===== config.mk =====
export PLATFORM = sky130hd
export DESIGN_NAME = sprite_row_fetcher
export DESIGN_NICKNAME = d
export VERILOG_FILES = /design/src/rtl/sprite_row_fetcher.sv
export SDC_FILE = /design/constraint.sdc
export NUM_CORES = 1
export LEC_CHECK = 0
export ABC_AREA = 1
export CORE_MARGIN = 4
export CORE_UTILIZATION = 49
export CTS_CLUSTER_DIAMETER = 80
export CTS_CLUSTER_SIZE = 10
export DETAILED_ROUTE_END_ITERATION = 8
export DONT_BUFFER_PORTS = 1
export GPL_TIMING_DRIVEN = 0
export SLEW_MARGIN = 5
export SYNTH_ARGS = -nofsm -noshare
export SYNTH_HDL_FRONTEND = slang
export SYNTH_SLANG_ARGS = --single-unit

===== constraint.sdc =====
create_clock -name clk -period 4.2 [get_ports clk]
set_input_delay 0.42 -clock clk [delete_from_list [all_inputs] [get_ports clk]]
set_output_delay 0.42 -clock clk [all_outputs]
set_load 0.02 [all_outputs]

===== src/rtl/sprite_row_fetcher.sv =====
// Sprite row fetcher: walks one row of a 4-bit palette-indexed sprite in a
// combinational ROM and writes the opaque pixels into the scanline buffer.
// The ROM address and the pixel write are each registered, so the write for a
// column appears one cycle after its address. Supports mirroring and clips at
// the right screen edge.
module sprite_row_fetcher #(
  parameter int unsigned SPR_W = 48,
  parameter int unsigned SPR_H = 48,
  parameter int unsigned H_RES = 640
) (
  input  logic        clk,
  input  logic        rst_n,
  input  logic        start,
  input  logic [15:0] base_addr,
  input  logic [5:0]  row,
  input  logic        mirror,
  input  logic [9:0]  dest_x,
  output logic [15:0] rom_addr,
  input  logic [3:0]  rom_data,
  output logic        pix_we,
  output logic [9:0]  pix_x,
  output logic [3:0]  pix_idx,
  output logic        busy,
  output logic        done
);

  localparam int unsigned CW = (SPR_W > 1) ? $clog2(SPR_W) : 1;

  typedef enum logic [1:0] {StIdle, StFetch, StDrain} state_e;

  state_e        state_q;
  logic [15:0]   row_base_q;
  logic          mirror_q;
  logic [9:0]    dest_q;
  logic [CW-1:0] c_q;

  logic [15:0]   row_base_in;
  logic [15:0]   first_addr;
  logic [CW-1:0] c_next;
  logic [15:0]   next_addr;
  logic [10:0]   x;
  logic          row_ok;
  logic          pix_vis;
  logic          last_col;

  // Address and pixel-stage arithmetic for the current column.
  always_comb begin
    row_base_in = base_addr + 16'(row) * 16'(SPR_W);
    first_addr  = row_base_in + (mirror ? 16'(SPR_W - 1) : 16'd0);
    c_next      = c_q + CW'(1);
    next_addr   = row_base_q + (mirror_q ? (16'(SPR_W - 1) - 16'(c_next)) : 16'(c_next));
    // 11-bit x so columns past the right edge never wrap back on screen.
    x           = 11'(dest_q) + 11'(c_q);
    row_ok      = 32'(row) < SPR_H;
    pix_vis     = (rom_data != 4'd0) && (32'(x) < H_RES);
    last_col    = (c_q == CW'(SPR_W - 1));
  end

  // Control FSM with registered ROM address, pixel stage and status outputs.
  always_ff @(posedge clk or negedge rst_n) begin
    if (!rst_n) begin
      state_q    <= StIdle;
      row_base_q <= 16'd0;
      mirror_q   <= 1'b0;
      dest_q     <= 10'd0;
      c_q        <= '0;
      rom_addr   <= 16'd0;
      pix_we     <= 1'b0;
      pix_x      <= 10'd0;
      pix_idx    <= 4'd0;
      busy       <= 1'b0;
      done       <= 1'b0;
    end else begin
      unique case (state_q)
        StIdle: begin
          if (start) begin
            busy <= 1'b1;
            if (row_ok) begin
              state_q    <= StFetch;
              row_base_q <= row_base_in;
              mirror_q   <= mirror;
              dest_q     <= dest_x;
              c_q        <= '0;
              rom_addr   <= first_addr;
            end else begin
              // Row outside the sprite: report completion without touching the ROM.
              state_q <= StDrain;
              done    <= 1'b1;
            end
          end
        end
        StFetch: begin
          pix_we  <= pix_vis;
          pix_x   <= x[9:0];
          pix_idx <= rom_data;
          if (last_col) begin
            state_q <= StDrain;
            done    <= 1'b1;
          end else begin
            c_q      <= c_next;
            rom_addr <= next_addr;
          end
        end
        StDrain: begin
          state_q <= StIdle;
          busy    <= 1'b0;
          done    <= 1'b0;
          pix_we  <= 1'b0;
        end
        default: state_q <= StIdle;
      endcase
    end
  end

endmodule


==> impl_results.md <==
- Synth area leaders: dfrtp_1 33%, nand2_1 16%, ha_1 11%, inv_1 6.1%, o21ai_0 5.5%
- TNS Setup: 0 ps
- Hpwl dp: roughly 11000 µm
- Worst Reg-to-Reg Cells: 17
- Netlist Area Pre-Place: 0.00518 mm²
- Final hold vios: 0
- Top cells by count, synth: 218 x nand2_1, 84 x inv_1, 68 x dfrtp_1, 57 x o21ai_0, 47 x nor2_1
- Die height: roughly 110 µm
- Async SR Flop Fraction: 1.00
- Final setup vio count: 0
- Initial Utilization: 0.502
- FILL cells: slightly above 1000
- Top-area cell type share of the netlist area: 0.328
- RSZ-0062 raised after global routing: no
- Worst r2r src: c_q[0]
- Most common cell in the netlist: nand2_1
- Final min period: about 3300 ps
- # diodes: 0
- Final hold slack: ~160 ps
- DRT Wirelength: ~14000 µm
- Die Wd: 111 µm
- Seq pwr share: 0.377
- Sequential area share after synthesis: 0.328
- Count of input and output buffers: 0
- Reg2Reg Capture Point: rom_addr[15]
- TritonRoute pass-1 iters: 5
- Core box area: around 0.010 mm²
- Kind of critical path: reg2reg
- Layout cells sized above 1: 0.0580
- Total gr overflow: 0
- Final clock skew: between 10 and 15 ps
- Vias in the first global route: 4600
- Yosys reg bits: 68
- Max Transition Viols Final: 0
- Worst min path class: in2reg
- Synthesis warning total: 0
- Hold EP: row_base_q[3]
- Initial antenna violation count: 0
- Global placement routability congestion: approximately 0.85
- FP Rows: 37
- Die ar.: around 0.012 mm²
- Max Fanout on Critical Path: 9
- Multi-input logic area: 0.00307 mm²
- Hold_sp: base_addr[3]
- CTS tree: built
- Clock power frac: 0.156
- Power per cell area: ~650 mW/mm²
- Clk root buf: clkbuf_8
- VDD IR-drop max: ~0.00032 V
- Relative slew slack: 0.550
- Mapped Nets: around 810
- DR vias/cell: 5.39
- Leakage: 2.91 nW
- Flip-flop and latch area: between 0.0015 and 0.002 mm²
- Synthesized instance count: approximately 720
- Worst-margin pin slew: slightly below 700 ps
- # H-tree levels: 3
- Final ANT Viol Nets: 0
- Cell taking the most area after synthesis: dfrtp_1
- Setup bufs post-CTS: 0
- Clk_lat worst skew: around 370 ps
- Comb power frac: 0.466
- CTS Buf Count: 9
- DRT iter0 DRCs: approximately 230
- Outcome: finished, final reports clean
- Max capacitance violation total: 0
- Top FF cell, synth: dfrtp_1
- Post-synth cell types: 38
- Sink Count: 68
- Register-to-register path setup slack: roughly 900 ps
- Fin crit share: 0.790
- Clk buf depth: 2
- First-pass GRT wire length: 23000 µm
- Arr. time, crit path: about 3600 ps
- CP Launch Type: flip-flop
- Worst path required time: 4490 ps
- Layout net count: about 830
- Wire per inst: between 15 and 20 µm
- Sw Ratio: 0.498
- Pin count of the biggest net entering global routing: 69
- Hold Path Stages: 2
- Io pins: between 70 and 80
- Crit end category: flip-flop
- Mapped Avg Cell Area: approximately 7.2 µm²
- Post-synth EDFFs: 0
- Internal: 1.83 mW
- Synth-to-Final Area Change: 7.84%
- Total GRT Usage: 0.230
- Max Freq: between 300 and 400 MHz
- DR vias: between 4000 and 5000
- P_sw: ~1.8 mW
- Drt drc: 0
- CTS clock-pin slew for the worst setup and hold paths: ~90 ps
worst max path at each step:
stage                     startpoint            to  cells past startpoint
after detailed placement      c_q[0]  rom_addr[15]                     17
after CTS                     c_q[0]  rom_addr[15]                     17
final                         c_q[0]  rom_addr[15]                     17
after floorplan               c_q[0]  rom_addr[15]                     17
after global placement        c_q[0]  rom_addr[15]                     17
after global routing          c_q[0]  rom_addr[15]                     17
critical path, stage by stage, from the launching register on:
cell     delay, ps
dfrtp_1        470
ha_1           270
nand3_1        130
xor2_1         190
inv_1          100
ha_1           200
nand2_1        110
inv_1          170
ha_1           400
a21oi_1        350
o21ai_0        140
a21oi_1        160
nand2_1         80
a21oi_1        110
o21ai_0         90
nand2_1         70
inv_1           40
a21oi_1        140
kinds of logic (layout without fill, tap and decap cells):
| family | Yosys count | in the layout | share of synthesized area |
|---|---|---|---|
| adders and majority gates | 51 | 51 | 0.130 |
| AOI/OAI and AO/OA | 133 | 133 | 0.140 |
| and+or+nand+nor | 347 | 347 | 0.287 |
| DFF | 68 | 68 | 0.328 |
| buffers and inverters | 104 | 122 | 0.0801 |
| xor gates and xnor gates | 20 | 20 | 0.0338 |
cell usage in the layout, fill, tap and decap left out, types with 5 or more instances in the layout:
| master | instances |
|---|---|
| nor2_1 | 47 |
| nand4_1 | 20 |
| xor2_1 | 13 |
| nand2_1 | 218 |
| inv_2 | 5 |
| dfrtp_1 | 68 |
| nand2_2 | 8 |
| inv_1 | 84 |
| clkbuf_8 | 11 |
| a21oi_1 | 44 |
| a31oi_1 | 12 |
| nand3_1 | 38 |
| o21ai_0 | 57 |
| clkbuf_1 | 10 |
| xnor2_1 | 7 |
| fa_1 | 5 |
| ha_1 | 46 |
sequential cells by signal (all words and copies together), names as in the netlist:
register,flops
dest_q,10
state_q,2
pix_x,10
c_q,6
row_base_q,16
busy,1
pix_we,1
done,1
rom_addr,16
pix_idx,4
mirror_q,1
cell type report:
cell class                 count  area share
multi-input combinational    551       0.549
timing repair buffer           2     0.00671
tap                          136      0.0304
buffer                        14      0.0139
sequential                    68       0.304
inverter                      90      0.0604
clock inverter                 7      0.0134
clock buffer                   9      0.0222
what timing repair did:
item | CTS | global route
hold buffers | 2 | 0
endpoints found under the hold margin | 68 | 0
gates resized for setup | 0 | 0
routing by layer:
layer,global-route usage,share of wire,wire length [µm]
met1,0.318,0.48,6580
met2,0.358,0.45,6170
met3,0.0655,0.063,871
met4,0.0509,0.010,143
met5,0,0,0
power groups by stage:
stage                     registers [mW]  clock network [mW]  logic, mW
after floorplan                     1.31                   0       1.29
after global placement              1.38                   0       1.64
after detailed placement            1.39                   0       1.68
after CTS                           1.38               0.582       1.71
after global routing                1.42               0.616       1.98
final                               1.38               0.571       1.70
through the flow:
stage               utilization  power [mW]  std cells  instance area, µm²  worst slack (ps)
finish                    0.542        3.65        877                5590               881
global route              0.542        4.02        877                5590               568
CTS                       0.542        3.67        877                5590               881
detailed placement        0.519        3.07        859                5350               920
global placement          0.519        3.03        859                5350               950
floorplan                     -        2.61        723                5180              1430
Power figures use the tool's default switching activity.
